--- src/rtl/dfilter_pkg.sv ---
// Shared definitions for the multi-channel digital glitch filter.
//   - Default channel count and counter/threshold width.
//   - DFILTER_SLICE(i, bw): part-select of channel i in a packed NCH*BW bus.
//   - Edge classification constants shared by channel and top.
`ifndef DFILTER_PKG_SV
`define DFILTER_PKG_SV

`define DFILTER_SLICE(i, bw) ((i)*(bw)) +: (bw)

package dfilter_pkg;

  localparam int NCH_DEF = 4;
  localparam int BW_DEF  = 8;

  typedef enum logic {
    EDGE_INACT = 1'b0,
    EDGE_ACT   = 1'b1
  } edge_e;

endpackage

`endif

--- src/rtl/dfilter_ch.sv ---
// One filter channel: optional input synchroniser, mismatch counter,
// filtered level and registered 1-clk edge pulses.
// Optional build macro: DFILTER_SYNC_EN (2-flop synchroniser on data_i).
// Ports:
//   clk_i, rst_ni      clock, synchronous active-low reset
//   refclk_i           sampling enable pulse
//   data_i             raw input
//   pol_i              active level
//   en_i               channel enable
//   rise_i, fall_i     thresholds for 0->1 and 1->0 transitions
//   data_o             filtered level
//   act_edge_o         registered pulse, new level == pol
//   inact_edge_o       registered pulse, new level != pol
//   act_nxt_o          combinational next value of act_edge_o (for status)
//   inact_nxt_o        combinational next value of inact_edge_o
module dfilter_ch
  import dfilter_pkg::*;
#(
  parameter int   BW  = BW_DEF,
  parameter logic INI = 1'b0
) (
  input  logic          clk_i,
  input  logic          rst_ni,
  input  logic          refclk_i,
  input  logic          data_i,
  input  logic          pol_i,
  input  logic          en_i,
  input  logic [BW-1:0] rise_i,
  input  logic [BW-1:0] fall_i,
  output logic          data_o,
  output logic          act_edge_o,
  output logic          inact_edge_o,
  output logic          act_nxt_o,
  output logic          inact_nxt_o
);

  logic          smp;
  logic [BW-1:0] cnt_q, cnt_d;
  logic          dout_q, dout_d;
  logic          act_q, act_d;
  logic          inact_q, inact_d;
  logic [BW-1:0] thr;
  edge_e         cls;

`ifdef DFILTER_SYNC_EN
  logic sync1_q, sync2_q;

  always_ff @(posedge clk_i) begin
    if (!rst_ni) begin
      sync1_q <= INI;
      sync2_q <= INI;
    end else begin
      sync1_q <= data_i;
      sync2_q <= sync1_q;
    end
  end

  assign smp = sync2_q;
`else
  assign smp = data_i;
`endif

  assign thr = smp ? rise_i : fall_i;
  assign cls = (smp == pol_i) ? EDGE_ACT : EDGE_INACT;

  always_comb begin
    cnt_d   = cnt_q;
    dout_d  = dout_q;
    act_d   = 1'b0;
    inact_d = 1'b0;
    if (!en_i) begin
      cnt_d = '0;
    end else if (refclk_i) begin
      if (smp == dout_q) begin
        cnt_d = '0;
      end else if (cnt_q >= thr) begin
        // >= rather than == so a threshold lowered mid-count still
        // completes the transition instead of counting up to a wrap.
        dout_d  = smp;
        cnt_d   = '0;
        act_d   = (cls == EDGE_ACT);
        inact_d = (cls == EDGE_INACT);
      end else begin
        cnt_d = cnt_q + BW'(1);
      end
    end
  end

  always_ff @(posedge clk_i) begin
    if (!rst_ni) begin
      cnt_q   <= '0;
      dout_q  <= INI;
      act_q   <= 1'b0;
      inact_q <= 1'b0;
    end else begin
      cnt_q   <= cnt_d;
      dout_q  <= dout_d;
      act_q   <= act_d;
      inact_q <= inact_d;
    end
  end

  assign data_o       = dout_q;
  assign act_edge_o   = act_q;
  assign inact_edge_o = inact_q;
  assign act_nxt_o    = act_d;
  assign inact_nxt_o  = inact_d;

endmodule

--- src/rtl/dfilter_mc.sv ---
// Multi-channel digital glitch filter with sticky edge status and a
// maskable, registered interrupt.
// Optional build macro: DFILTER_SYNC_EN (per-channel 2-flop synchroniser).
// Ports:
//   clk, rst_n                    clock, synchronous active-low reset
//   refclk                        shared sampling-enable pulse
//   data_in, pol, ch_en           per-channel input, active level, enable
//   flt_rise_st, flt_fall_st      per-channel thresholds, BW bits each
//   sts_act_clr, sts_inact_clr    write-1-to-clear for sticky flags
//   irq_en                        per-channel interrupt mask
//   data_out                      filtered levels
//   act_edge, inact_edge          1-clk edge pulses
//   act_sts, inact_sts            sticky edge flags
//   irq                           registered interrupt request
module dfilter_mc
  import dfilter_pkg::*;
#(
  parameter int             NCH    = NCH_DEF,
  parameter int             BW     = BW_DEF,
  parameter logic [NCH-1:0] INIVAL = '0
) (
  input  logic              clk,
  input  logic              rst_n,
  input  logic              refclk,
  input  logic [NCH-1:0]    data_in,
  input  logic [NCH-1:0]    pol,
  input  logic [NCH-1:0]    ch_en,
  input  logic [NCH*BW-1:0] flt_rise_st,
  input  logic [NCH*BW-1:0] flt_fall_st,
  input  logic [NCH-1:0]    sts_act_clr,
  input  logic [NCH-1:0]    sts_inact_clr,
  input  logic [NCH-1:0]    irq_en,
  output logic [NCH-1:0]    data_out,
  output logic [NCH-1:0]    act_edge,
  output logic [NCH-1:0]    inact_edge,
  output logic [NCH-1:0]    act_sts,
  output logic [NCH-1:0]    inact_sts,
  output logic              irq
);

  logic [NCH-1:0] act_nxt, inact_nxt;
  logic [NCH-1:0] act_sts_q, act_sts_d;
  logic [NCH-1:0] inact_sts_q, inact_sts_d;
  logic           irq_q, irq_d;

  for (genvar g = 0; g < NCH; g++) begin : g_ch
    dfilter_ch #(
      .BW  (BW),
      .INI (INIVAL[g])
    ) u_ch (
      .clk_i        (clk),
      .rst_ni       (rst_n),
      .refclk_i     (refclk),
      .data_i       (data_in[g]),
      .pol_i        (pol[g]),
      .en_i         (ch_en[g]),
      .rise_i       (flt_rise_st[`DFILTER_SLICE(g, BW)]),
      .fall_i       (flt_fall_st[`DFILTER_SLICE(g, BW)]),
      .data_o       (data_out[g]),
      .act_edge_o   (act_edge[g]),
      .inact_edge_o (inact_edge[g]),
      .act_nxt_o    (act_nxt[g]),
      .inact_nxt_o  (inact_nxt[g])
    );
  end

  // Status flags set from the edge pulses being registered this cycle so
  // the flag and the pulse appear together; a new edge beats a clear.
  assign act_sts_d   = (act_sts_q & ~sts_act_clr) | act_nxt;
  assign inact_sts_d = (inact_sts_q & ~sts_inact_clr) | inact_nxt;
  assign irq_d       = |((act_sts_q | inact_sts_q) & irq_en);

  always_ff @(posedge clk) begin
    if (!rst_n) begin
      act_sts_q   <= '0;
      inact_sts_q <= '0;
      irq_q       <= 1'b0;
    end else begin
      act_sts_q   <= act_sts_d;
      inact_sts_q <= inact_sts_d;
      irq_q       <= irq_d;
    end
  end

  assign act_sts   = act_sts_q;
  assign inact_sts = inact_sts_q;
  assign irq       = irq_q;

endmodule

--- config.mk ---
export PLATFORM = sky130hd
export DESIGN_NAME = dfilter_mc
export DESIGN_NICKNAME = d
export VERILOG_FILES = /design/src/rtl/dfilter_pkg.sv /design/src/rtl/dfilter_ch.sv /design/src/rtl/dfilter_mc.sv
export SDC_FILE = /design/constraint.sdc
export NUM_CORES = 1
export LEC_CHECK = 0
export CORE_ASPECT_RATIO = 1.1
export CORE_MARGIN = 5
export CORE_UTILIZATION = 48
export CTS_CLUSTER_DIAMETER = 60
export DETAILED_ROUTE_END_ITERATION = 10
export PLACE_DENSITY_LB_ADDON = 0.08
export SYNTH_ARGS = -nofsm -noshare
export SYNTH_HDL_FRONTEND = slang
export SYNTH_SLANG_ARGS = --single-unit
--- constraint.sdc ---
create_clock -name clk -period 3.84 [get_ports clk]
set_input_delay 0.576 -clock clk [delete_from_list [all_inputs] [get_ports clk]]
set_output_delay 0.576 -clock clk [all_outputs]
set_load 0.02 [all_outputs]
After elaboration in Yosys (flattened, before gate mapping)

Index checks and enable logic that the tools add are counted.

Add/subtract/negate cells: 4
Reductions and logical operators: 9
Bitwise gates (word level): 16
Order comparisons: 4
Equality and inequality tests: 8
Multiplexer cells: 48

Operators with widths:

| operator            | number |
|---|---|
| $mux 8              | 12 |
| $mux 1              | 36 |
| $add 8x1->8 const B | 4 |
| $ge 8x8->1          | 4 |
| $reduce_and 4->1    | 4 |
| $and 4x4->4         | 3 |
| $or 4x4->4          | 3 |
| $eq 1x1->1          | 8 |
| $not 1->1           | 8 |
| $not 4->4           | 2 |
| $reduce_and 2->1    | 4 |
| $reduce_or 4->1     | 1 |

Output and inout bits: 21
Input port bits: 91
Word-level logic and storage cells: 108
Register bits after elaboration: 53

Logic depth before layout (Yosys ltp)

Gate-level depths: netlist (run 1).

Depth in word-level cells: 8
Depth in mapped cells: 9
Depth with buffers taken out: 7

Hierarchy

From an unflattened synthesis (run 1), not the netlist that was laid out.

Cells, all modules: 424
Area total of the unflattened synthesis: 3,712.3 um2

By module, submodules not included:

| module                         | area each (um2) | times used | seq. area each (um2) | cells each |
|---|---|---|---|---|
| dfilter_ch at g_ch[2].u_ch ... | 848.3           | 2          | 220.2                | 98 |
| dfilter_ch at g_ch[0].u_ch ... | 840.8           | 2          | 220.2                | 98 |
| dfilter_mc                     | 334.1           | 1          | 180.2                | 32 |

Worst setup path after synthesis (run 1)

OpenSTA, ideal clock, no wires.

Path type: input port to flip-flop
Start point: in data_in[2]
End point: reg g_ch[2].u_ch.cnt_q[7]
Data required time: 3.765 ns
Stages: 8
Slack: 0.733 ns
Arrival: 3.032 ns
Path buffers: 1
Library setup time: 0.075 ns
Path through: buf_1 > mux2_2 > ha_1 > nand2b_4 > a2111o_1 > and3_4 > or4_1 > a31oi_1

Cells in the longest elaborated chain, start to end: 4
Elaborated cells between the ends (all ways): 5
Those cells by class: order compare: 1; eq/ne: 1; mux: 3

Ends and longest elaborated chain:

| what                 | RTL line         | text |
|---|---|---|
| start, declared      | dfilter_mc.sv:25 | `input logic [NCH-1:0] data_in,` |
| $mux 8               | dfilter_ch.sv:63 | `assign thr = smp ? rise_i : fall_i;` |
| $ge 8x8->1           | dfilter_ch.sv:76 | `end else if (cnt_q >= thr) begin` |
| $mux 8               | dfilter_ch.sv:76 |  |
| $mux 8 *             | dfilter_ch.sv:74 | `if (smp == dout_q) begin` |
| end signal, assigned | dfilter_ch.sv:96 | `cnt_q <= cnt_d;` |
| end, declared        | dfilter_ch.sv:38 | `logic [BW-1:0] cnt_q, cnt_d;` |

Mark *: on every way between the ends. The rest lies on a longest branch, timed or not.
A chain may end at the register's enable or synchronous reset.

Final worst setup path (run 1)

Start point: in data_in[1]
End point: reg g_ch[1].u_ch.cnt_q[2]

Cells in the longest elaborated chain, start to end: 4
Elaborated cells between the ends (all ways): 5
Those cells by class: order compare: 1; eq/ne: 1; mux: 3

Ends and longest elaborated chain:

| what                 | RTL line |
|---|---|
| $mux 8               | dfilter_ch.sv:63 |
| $ge 8x8->1           | dfilter_ch.sv:76 |
| $mux 8               | dfilter_ch.sv:76 |
| $mux 8 *             | dfilter_ch.sv:74 |
| end signal, assigned | dfilter_ch.sv:96 |
| end, declared        | dfilter_ch.sv:38 |

Marks and branches as above.

==> results of run 1 <==
worst max-delay path: stages:
cell	delay [ns]
clkdlybuf4s50_1	0.49
mux2_2	0.34
ha_1	0.26
nand2b_1	0.13
a2111oi_0	0.59
o31a_1	0.50
nand4b_1	0.15
a31oi_1	0.18
sequential cells by signal, summed over array words and instances, names as in the netlist:
name / cells
g_ch.u_ch.inact_edge_o: 4
g_ch.u_ch.data_o: 4
irq: 1
g_ch.u_ch.act_edge_o: 4
inact_sts: 4
g_ch.u_ch.cnt_q: 32
act_sts: 4
through the flow:
stage | area (um^2) | setup slack, ns
6_report | 4860 | 0.854
5_1_grt | 4860 | 0.645
4_1_cts | 4860 | 0.855
3_5_place_dp | 4740 | 0.536
3_3_place_gp | 4740 | 0.643
2_1_floorplan | 3620 | 0.733
final timing paths:
check	cells past startpoint	start	slack [ns]	end
hold reg to reg	2	g_ch[3].u_ch.data_o$_SDFFE_PN0P_	0.50	g_ch[3].u_ch.data_o$_SDFFE_PN0P_
setup reg to reg	7	g_ch[3].u_ch.cnt_q[0]$_SDFFE_PN0P_	1.47	g_ch[3].u_ch.cnt_q[3]$_SDFFE_PN0P_
setup / recovery	8	data_in[1]	0.85	g_ch[1].u_ch.cnt_q[2]$_SDFFE_PN0P_
hold / removal	2	g_ch[3].u_ch.data_o$_SDFFE_PN0P_	0.50	g_ch[3].u_ch.data_o$_SDFFE_PN0P_
synthesized netlist by cell type (all sizes together), types with 2 or more instances:
master,number,area share [%]
a2111o,2,0.62
a2111oi,3,0.73
a21oi,23,3.2
a22oi,2,0.41
a31o,2,0.48
a31oi,19,3.5
a32o,2,0.55
a41oi,3,0.73
and2,8,1.4
and3,6,1.2
and4,2,0.48
buf,18,3.2
clkbuf,9,0.93
dfxtp,53,29
ha,36,12
inv,10,1.0
mux2,4,1.2
mux2i,33,9.1
nand2,55,5.7
nand2b,5,1.1
nand3,30,4.1
nand3b,10,2.1
nand4,8,1.4
nand4b,4,0.97
nor2,24,2.5
nor2b,4,0.69
nor3,8,1.1
o2111ai,2,0.48
o21a,3,0.62
o21ai,19,2.6
o31a,2,0.48
or2,7,1.2
xnor2,3,0.73
xor2,5,1.2
power by group through the flow:
stage	Combinational (mW)	Sequential, mW	Clock, mW
after global placement	0.225	0.565	0
after detailed placement	0.230	0.565	0
after CTS	0.231	0.552	0.411
final	0.230	0.552	0.407
after global routing	0.252	0.553	0.435
after floorplan	0.109	0.565	0
kinds of logic (layout without fill, tap and decap cells):
group | after synthesis | count (layout) | synth area share (%)
xor+xnor | 8 | 8 | 1.94
buf+inv | 38 | 137 | 5.25
flops | 53 | 53 | 29.3
simple gates | 175 | 175 | 24.7
mux | 37 | 37 | 10.4
compound gates | 88 | 88 | 16.0
fa+ha+maj | 36 | 36 | 12.4
routing by layer:
metal	wire, um	part of all wire [%]	global-route usage, %
met5	0	0	0
met4	144	1.6	5.19
met3	539	5.8	4.18
met2	4240	46	33.1
met1	4360	47	25.8
final cells by class:
cell class	instances	area (um^2)	area share, %
multi-input combinational	344	2370	48.7
clock inverter	2	37.5	0.772
inverter	11	41.3	0.849
timing repair buffer	118	1160	23.9
sequential	53	1060	21.8
clock buffer	6	82.6	1.70
tap	87	109	2.24
==> flow_summary.ini, run 1 <==
[clock_tree]
path_clk_slew_ns = 0.10
cts_max_level = 2
clk_root_buffer_cell = clkbuf_8
cts_sinks = 53
numCtsBuffers = 5
postCtsSetupRepairBufs = 0
post_cts_resized = 0
clockBufferDepth = 2
hold_buffers = 0
tritoncts = done
clk-insertion-delay-late_ns = 0.32

[route]
routed_wl_mm = 9.28
drc_errors = 0
drt-wirelength-per-cell_um = 15.0
vias = 3492
dr.pass1.iters = 5
viasPerCell = 5.62
antenna_left = 0
first_iter_violations = 199

[layout]
final_cell_mix = 111 x clkdlybuf4s50_1, 55 x nand2_1, 53 x dfxtp_1
fin_util_pct = 65.8
diodes = 0
nets = 660
area_delta_synth_final_pct = 34.4
fillers = 634
layout_commonest_cell = clkdlybuf4s50_1
instances_no_fill = 621
drive_gt1_share_pct = 6.18

[worst_setup_path]
critPathMaxFanout = 13
crit_type = input pin to register
cp.arrival_ns = 3.23
critical_path_required_ns = 4.08
endpoint_kind = register
start_kind = input pin

[pwr]
power.internal_mw = 0.898
p_total_mw = 1.19
vdd_drop_max_v = 0.000126
leakage_nw = 1.90
pwr-share-comb_pct = 19.3
seq_power_share_pct = 46.5
cellPowerDensity_nw_per_um2 = 244
switching_power_mw = 0.291
swShare_pct = 24.5
clockPowerShare_pct = 34.2

[timing]
rsz0062_at_grt = no
min_period_ns = 2.99
hold_violations = 0
slew-limit-headroom_pct = 57.6
fmax_mhz = 335
fin_hold_ws_ns = 0.497
finalClockSkew_ns = 0.0126
period_share_pct = 77.8
worstMarginPinSlew_ns = 0.620
setup_viol = 0
drv_slew = 0
setup_tns_ns = 0

[placement]
dp.final_hpwl_mm = 7.33
gp_congestion = 0.803
numPortBuffers = 111
dp.cells = 613

[floorplanning]
die_y_um = 101
io_pins = 112
chipWidth_um = 92.8
initial_core_util_pct = 49.0
fp-row-count = 33
core_area_um2 = 7390
die_area_um2 = 9380

[yosys]
synth-seq-cells = 53
synthesis.area_um2 = 3620
yosysWarnings = 0
ys_async_sr_fraction_pct = 0
synth_cell_types = 50
synth-edff-count = 0
syn_inst = 435
syn_area_per_cell_um2 = 8.32
synth_seq_area_share_pct = 29.3
ys.flop_type = dfxtp_1
synthesis.nets = 562

[global_route]
grt_max_degree = 28
grt_pass1_vias = 3334
grtUsageTotal_pct = 19.8
antenna_found_initial = 0
grt_pass1_wl_mm = 15.2
overflow = 0

[job]
drv_cap = 0

[status]
status = complete, no violations

[min_path]
holdCritPathClass = register to register
No activity file was read; power rests on OpenSTA's default activity.
==> run 2: changes to the inputs <==
Clock period 3.84 ns to 2.9 ns, I/O delays scaled along.
==> run 2 against run 1 <==
- die area unchanged
- clock power rose by 6.4%
- hold slack got worse by 0.0020 ns
- flip-flop and latch count unchanged
- power increased by 25%
- clock skew down 0.0044 ns
- routed wire length is 0.74% higher
- sequential power is 32% higher
- sequential share of layout area fell by 0.32 points
- non-clock buffer count increased by 12
- cell count increased by 1.8%
- critical endpoint is now g_ch[2].u_ch.cnt_q[7]$_SDFFE_PN0P_
- largest cell class unchanged
==> flow_summary.ini, run 2 (synthesized netlist as in run 1, its figures left out) <==
[status]
status = complete, no violations

[route]
dr.pass1.iters = 4
drt-wirelength-per-cell_um = 14.8
met3_length_um = 663
routed_wl_mm = 9.35
drc_errors = 0
vias = 3536
routed-wl-met2_mm = 4.29
viasPerCell = 5.59
topRoutingLayerUsed = met4
drt-met1-wl_mm = 4.32
first_iter_violations = 125
antenna_left = 0

[clock_tree]
numCtsBuffers = 5
clockBufferDepth = 2
cts_max_level = 2
tritoncts = done
hold_buffers = 0
clk_root_buffer_cell = clkbuf_8
post_cts_resized = 0
cts_sinks = 53
path_clk_slew_ns = 0.10
postCtsSetupRepairBufs = 0
clk-insertion-delay-late_ns = 0.30

[worst_setup_path]
crit_start = data_in[2]
endpoint_kind = register
r2r_start = g_ch[2].u_ch.cnt_q[0]$_SDFFE_PN0P_
crit_type = input pin to register
cp.arrival_ns = 2.92
path_cells = clkdlybuf4s50_1 > mux2_2 > ha_1 > nand2b_4 > a2111o_1 > and3_4 > or4_1 > a31oi_1
critPathMaxFanout = 2
worst-path-buf-inv = 1
rrSetupSlack_ns = 0.68
critical_path_required_ns = 3.13
slowest_delay_ns = 0.50
cp_slowest_cell = or4_1
start_kind = input pin
crit_family = simple AND/OR/NAND/NOR gates

[layout]
area_delta_synth_final_pct = 36.4
largest-register = g_ch.u_ch.cnt_q
fin_area_um2 = 4940
final_cell_mix = 111 x clkdlybuf4s50_1, 55 x nand2_1, 53 x dfxtp_1
diodes = 0
fin_util_pct = 66.8
largest_reg_flops = 32
nets = 672
layout_commonest_cell = clkdlybuf4s50_1
drive_gt1_share_pct = 8.07

[global_route]
antenna_found_initial = 0
overflow = 0
grt_max_degree = 28
grt_pass1_vias = 3358
grtUsageTotal_pct = 19.6
grt_pass1_wl_mm = 15.1

[pwr]
switching_power_mw = 0.373
clockPowerShare_pct = 29.2
swShare_pct = 25.2
seq_power_share_pct = 49.3
power.internal_mw = 1.11
cellPowerDensity_nw_per_um2 = 301
leakage_nw = 1.95
pwr-share-comb_pct = 21.5
vdd_drop_max_v = 0.000195

[timing]
finalClockSkew_ns = 0.00820
period_share_pct = 92.8
hold_violations = 0
drv_slew = 0
fmax_mhz = 372
worstMarginPinSlew_ns = 0.407
layout_setup_ws_ns = 0.209
slew-limit-headroom_pct = 72.2
rsz0062_at_grt = no
fin_hold_ws_ns = 0.495
min_period_ns = 2.69
setup_tns_ns = 0
setup_viol = 0

[placement]
gp_congestion = 0.829
pre_cts_slack_ns = -0.107
dp.final_hpwl_mm = 7.47
numPortBuffers = 111
dpl_cell_area_um2 = 4850

[min_path]
holdCritPathClass = register to register
worstHoldStart = g_ch[3].u_ch.data_o$_SDFFE_PN0P_

[job]
drv_cap = 0

[floorplanning]
core_area_um2 = 7390
die_area_um2 = 9380
chipWidth_um = 92.8
initial_core_util_pct = 49.0
io_pins = 112
fp-row-count = 33
die_y_um = 101
[run 2: cell types whose count changed in the layout (fill, tap and decap cells not counted)]
cell / delta
buf_4: +11
buf_12: +1
bufinv_16: -1
[run 2: worst register-to-register path, delay by kind of cell, from the launching register on]
| family | cells | cell delay [ns] |
|---|---|---|
| simple gates | 3 | 0.82 |
| compound gates | 2 | 0.57 |
| flops | 1 | 0.39 |
| fa+ha+maj | 1 | 0.28 |
| buf+inv | 1 | 0.08 |
[run 2: worst paths after layout]
check / endpoint / depth (start not counted)
min reg2reg: g_ch[3].u_ch.data_o$_SDFFE_PN0P_ / 2
max reg2reg: g_ch[2].u_ch.cnt_q[7]$_SDFFE_PN0P_ / 7
min: g_ch[3].u_ch.data_o$_SDFFE_PN0P_ / 2
max: g_ch[2].u_ch.cnt_q[7]$_SDFFE_PN0P_ / 8
[run 2: final cells by class]
cell class	instances	area [um^2]
flip-flops and latches	53	1060
repair buffers	130	1270
fillers	674	2450
clock inverters	1	7.51
multi-input cells	344	2370
well taps	87	109
inverters	11	41.3
clock buffers	6	82.6
[run 2: power groups by stage]
stage / clock network, mW / registers (mW) / logic (mW)
after floorplan: 0 / 0.748 / 0.144
after global placement: 0 / 0.748 / 0.313
after detailed placement: 0 / 0.748 / 0.320
after CTS: 0.447 / 0.732 / 0.321
after global routing: 0.472 / 0.732 / 0.351
final: 0.433 / 0.731 / 0.319
[run 2: metal layers]
metal	global-route usage [%]	vias to the layer above
met2	32.8	99
met1	25.7	1622
met3	3.58	6
met4	5.98	0
li1	-	1809
met5	0	-
[run 2: through the flow]
stage | power (mW) | cells
after floorplan | 0.892 | 435
after global placement | 1.06 | 625
after detailed placement | 1.07 | 625
after CTS | 1.50 | 632
after global routing | 1.56 | 632
final | 1.48 | 632
==> run 3: changes to the inputs <==
Settings changed: CAP_MARGIN from default to 20, CTS_CLUSTER_SIZE from default to 16.
==> results of run 3 <==
No change in the layout: final DEF, timing and power equal those of run 2.
==> patch 1: new RTL, config.mk and constraints of run 2 <==
Remove the register `irq_q`: a continuous assignment takes its place, so the output `irq` follows one clock earlier.
--- a/src/rtl/dfilter_mc.sv
+++ b/src/rtl/dfilter_mc.sv
@@ -74,13 +74,13 @@
     if (!rst_n) begin
       act_sts_q   <= '0;
       inact_sts_q <= '0;
-      irq_q       <= 1'b0;
     end else begin
       act_sts_q   <= act_sts_d;
       inact_sts_q <= inact_sts_d;
-      irq_q       <= irq_d;
     end
   end
+
+  assign irq_q = irq_d;
 
   assign act_sts   = act_sts_q;
   assign inact_sts = inact_sts_q;
Check against the original RTL: not equivalent (a bounded check fails within 4 cycles, from zero or initial values and one cycle with rst_n low).
==> patch 1 against run 2 <==
Total power is 0.20% lower. Clock skew hardly changed. Setup slack better by 0.0019 ns. Routed wire length is 2.5% lower. Sequential power is 2% lower. Area after synthesis is 1.1% lower. Die area is 0.96% lower. Final area is 0.61% lower. Sequential cell count is 1 lower.
==> patch 1: results <==
metrics = {
    "status": {
        "status": "finished clean",
    },
    "detailed_routing": {
        "avgRoutedWirePerCell_um": 14.5,
        "dr.pass1.iters": 5,
        "drt-met1-wl_um": 3650,
        "met3_length_um": 585,
        "via_per_inst": 5.62,
        "drt-initial-drc-count": 92,
        "dr_wl_met2_um": 4720,
    },
    "sta": {
        "hold_slack_ns": 0.490,
        "worst_clock_skew_ns": 0.00812,
    },
    "logic_synthesis": {
        "synth_fp_nets": 559,
        "synth_area_leaders": "dfxtp_1, ha_1, mux2i_1, nand2_1, nand3_1",
        "syn_avg_cell_area_um2": 8.29,
        "yosysUniqueCellTypes": 44,
        "synth_compound_area_share_pct": 13.9,
        "synth-xor-area-share_pct": 1.96,
        "yosysSeqAreaShare_pct": 29.1,
        "synthAdderAreaFrac_pct": 12.6,
    },
    "global_routing": {
        "grt_pass1_vias": 3279,
        "grt_usage_pct": 19.3,
    },
    "placement": {
        "dp.cells": 622,
        "dpl_cell_area_mm2": 0.00481,
        "place_ws_ns": -0.123,
        "routabilityCongestion": 0.868,
    },
    "worst_setup_path": {
        "r2r-end": "g_ch[3].u_ch.cnt_q[7]$_SDFFE_PN0P_",
        "arrival_ns": 2.94,
        "r2r-start": "g_ch[3].u_ch.cnt_q[0]$_SDFFE_PN0P_",
        "crit_family": "compound AO/OA/AOI/OAI gates",
        "cp_slowest_cell": "clkdlybuf4s50_1",
    },
    "hold_path": {
        "holdCritStartpoint": "g_ch[1].u_ch.data_o$_SDFFE_PN0P_",
    },
    "layout": {
        "num-fill-cells": 640,
        "fin_cells": 630,
        "fin_nets": 669,
        "drive_gt1_share_pct": 8.10,
    },
    "clock_network": {
        "worstSkewPairLatency_ns": 0.32,
    },
    "power": {
        "p_leak_nw": 1.95,
        "peakVddDrop_v": 0.000209,
    },
}
==> patch 1: changes by cell type after synthesis, moves of 5 or more <==
cell,change
and2_1,-5
and3_1,+5
o21ai_0,-5
nand3_1,+6
nand2_1,+5
nor2_1,-8
==> patch 1: worst max-delay path by stage <==
stage / endpoint / depth (start not counted) / from / slack (ns)
2_1_floorplan: g_ch[2].u_ch.cnt_q[2]$_SDFFE_PN0P_ / 9 / data_in[2] / 0.08
3_3_place_gp: g_ch[3].u_ch.cnt_q[7]$_SDFFE_PN0P_ / 8 / data_in[3] / -0.09
3_5_place_dp: g_ch[3].u_ch.cnt_q[7]$_SDFFE_PN0P_ / 8 / data_in[3] / -0.12
6_report: g_ch[3].u_ch.cnt_q[7]$_SDFFE_PN0P_ / 8 / data_in[3] / 0.21
4_1_cts: g_ch[3].u_ch.cnt_q[7]$_SDFFE_PN0P_ / 8 / data_in[3] / 0.20
5_1_grt: g_ch[0].u_ch.cnt_q[2]$_SDFFE_PN0P_ / 8 / data_in[0] / 0.02
==> patch 1: routing by layer <==
| layer | track usage [%] | vias up |
|---|---|---|
| li1 | - | 1800 |
| met4 | 5.83 | 0 |
| met3 | 3.96 | 12 |
| met1 | 21.5 | 1626 |
| met5 | 0 | - |
| met2 | 36.7 | 100 |
==> patch 1: power by group <==
| group | internal [mW] | switching [mW] |
|---|---|---|
| clock | 0.177 | 0.269 |
| sequential | 0.716 | 0.00205 |
| combinational | 0.190 | 0.127 |
==> patch 1: final cells by class <==
class / count / area [um2] / area share [%]
multi-input cells: 342 / 2350 / 47.8
repair buffers: 132 / 1280 / 26.1
flip-flops and latches: 52 / 1040 / 21.2
well taps: 87 / 109 / 2.22
clock buffers: 5 / 68.8 / 1.40
inverters: 9 / 33.8 / 0.689
clock inverters: 3 / 25.0 / 0.510
==> patch 2: new RTL, flow settings as in run 2 <==
Without the edit above. Change the package constant `BW_DEF` from 8 to 6.
--- a/src/rtl/dfilter_pkg.sv
+++ b/src/rtl/dfilter_pkg.sv
@@ -10,7 +10,7 @@
 package dfilter_pkg;
 
   localparam int NCH_DEF = 4;
-  localparam int BW_DEF  = 8;
+  localparam int BW_DEF  = 6;
 
   typedef enum logic {
     EDGE_INACT = 1'b0,
Interface: changed (resized flt_fall_st and flt_rise_st); port bits go from 112 to 96. The function was not compared with the original's and may differ.
==> patch 2 against run 2 <==
Routed wire length is 19% lower. Sequential share of layout area is 0.28 points higher. Final area is 16% lower. Sequential power decreased by 15%. Area after synthesis decreased by 14%. Total power is 12% lower. Clock power down 4.8%. Critical path type unchanged. Clock skew fell by 0.0036 ns. Setup slack improved by 0.30 ns. First-iteration DRC count grew 0.80%. Hold slack improved by 0.0020 ns. Sequential cell count is 8 lower.
==> patch 2: results <==
metrics = {
    "logic_synthesis": {
        "yosysSeqAreaShare_pct": 29.0,
        "ys_top_cells_by_count": "dfxtp_1, nand2_1, ha_1, mux2i_1, nand4_1",
        "synth_fp_nets": 437,
        "yosysUniqueCellTypes": 35,
        "syn_avg_cell_area_um2": 9.29,
        "synth_area_leaders": "dfxtp_1, ha_1, mux2i_1, nand2_1, nand4_1",
    },
    "global_routing": {
        "grt_pass1_vias": 2685,
        "grt_max_degree": 32,
        "grt_usage_pct": 18.7,
        "grt_pass1_wl_um": 12400,
    },
    "hold_path": {
        "hold_end": "inact_sts[2]$_SDFF_PN0_",
        "holdPathStages": 1,
        "holdCritStartpoint": "inact_sts[2]$_SDFF_PN0_",
    },
    "placement": {
        "routabilityCongestion": 0.820,
        "place_ws_ns": 0.170,
        "dp.cells": 494,
        "hpwl_um": 6120,
        "portBuffers": 95,
    },
    "detailed_routing": {
        "num_vias": 2750,
        "via_per_inst": 5.48,
        "dr.pass1.iters": 5,
        "drt-initial-drc-count": 126,
        "routed_wl_um": 7590,
    },
    "sta": {
        "worst_clock_skew_ns": 0.00463,
        "hold_slack_ns": 0.497,
        "worst_slew_pin_slew_ns": 0.611,
    },
    "layout": {
        "drive_gt1_share_pct": 10.7,
        "multiInputGateArea_mm2": 0.00199,
        "fin_nets": 524,
        "num-fill-cells": 552,
        "largest_reg_flops": 24,
    },
    "power": {
        "p_leak_nw": 1.61,
    },
    "worst_setup_path": {
        "crit_family": "compound AO/OA/AOI/OAI gates",
        "arrival_ns": 2.60,
        "critical_path.max_fanout": 5,
        "reg2reg_slack_ns": 0.96,
        "slowest_delay_ns": 0.48,
        "r2r-end": "act_sts[1]$_SDFF_PN0_",
        "r2r-start": "g_ch[1].u_ch.cnt_q[0]$_SDFFE_PN0P_",
        "cp_slowest_cell": "clkdlybuf4s50_1",
    },
    "status": {
        "status": "finished clean",
    },
    "clock_network": {
        "post_cts_buffers": 0,
        "worstSkewPairLatency_ns": 0.30,
        "clock-root-buffer": "clkbuf_8",
        "clkTransAtPathRegs_ns": 0.09,
    },
}
[patch 2: cell families (layout without fill, tap and decap cells)]
family                   after synthesis  after routing  synth area share [%]
AO/OA/AOI/OAI                         59             59                  16.7
adder cells (fa/ha/maj)               28             28                  11.3
multiplexers                          28             28                  9.20
AND/OR/NAND/NOR                      129            129                  22.6
XOR/XNOR                              12             12                  4.36
flip-flops                            45             45                  29.0
buffers and inverters                 33            121                  6.82
[patch 2: routing by layer]
metal / share of wire (%) / track usage (%) / wire length (um)
met5: 0 / 0 / 0
met4: 0.72 / 4.29 / 55
met3: 6.8 / 3.95 / 517
met2: 46 / 31.4 / 3520
met1: 46 / 24.5 / 3500
[patch 2: layout make-up]
type | instances | area share [%]
Clock inverter | 3 | 0.605
Sequential cell | 45 | 21.8
Clock buffer | 5 | 1.66
Tap cell | 80 | 2.42
Multi-Input combinational cell | 256 | 48.1
Timing Repair Buffer | 104 | 24.6
Inverter | 9 | 0.817
[patch 2: worst max-delay path by stage]
stage,start,endpoint
after detailed placement,data_in[1],act_sts[1]$_SDFF_PN0_
after global placement,data_in[2],act_sts[2]$_SDFF_PN0_
after global routing,data_in[2],g_ch[2].u_ch.cnt_q[5]$_SDFFE_PN0P_
after CTS,data_in[2],g_ch[2].u_ch.cnt_q[5]$_SDFFE_PN0P_
after floorplan,data_in[3],inact_sts[3]$_SDFF_PN0_
final,data_in[1],act_sts[1]$_SDFF_PN0_
[patch 2: where the power goes]
part	leakage [nW]	switching (mW)	internal [mW]
Combinational	1.20	0.114	0.157
Sequential	0.363	0.00273	0.620
Clock	0.0452	0.236	0.176
Total	1.61	0.353	0.952
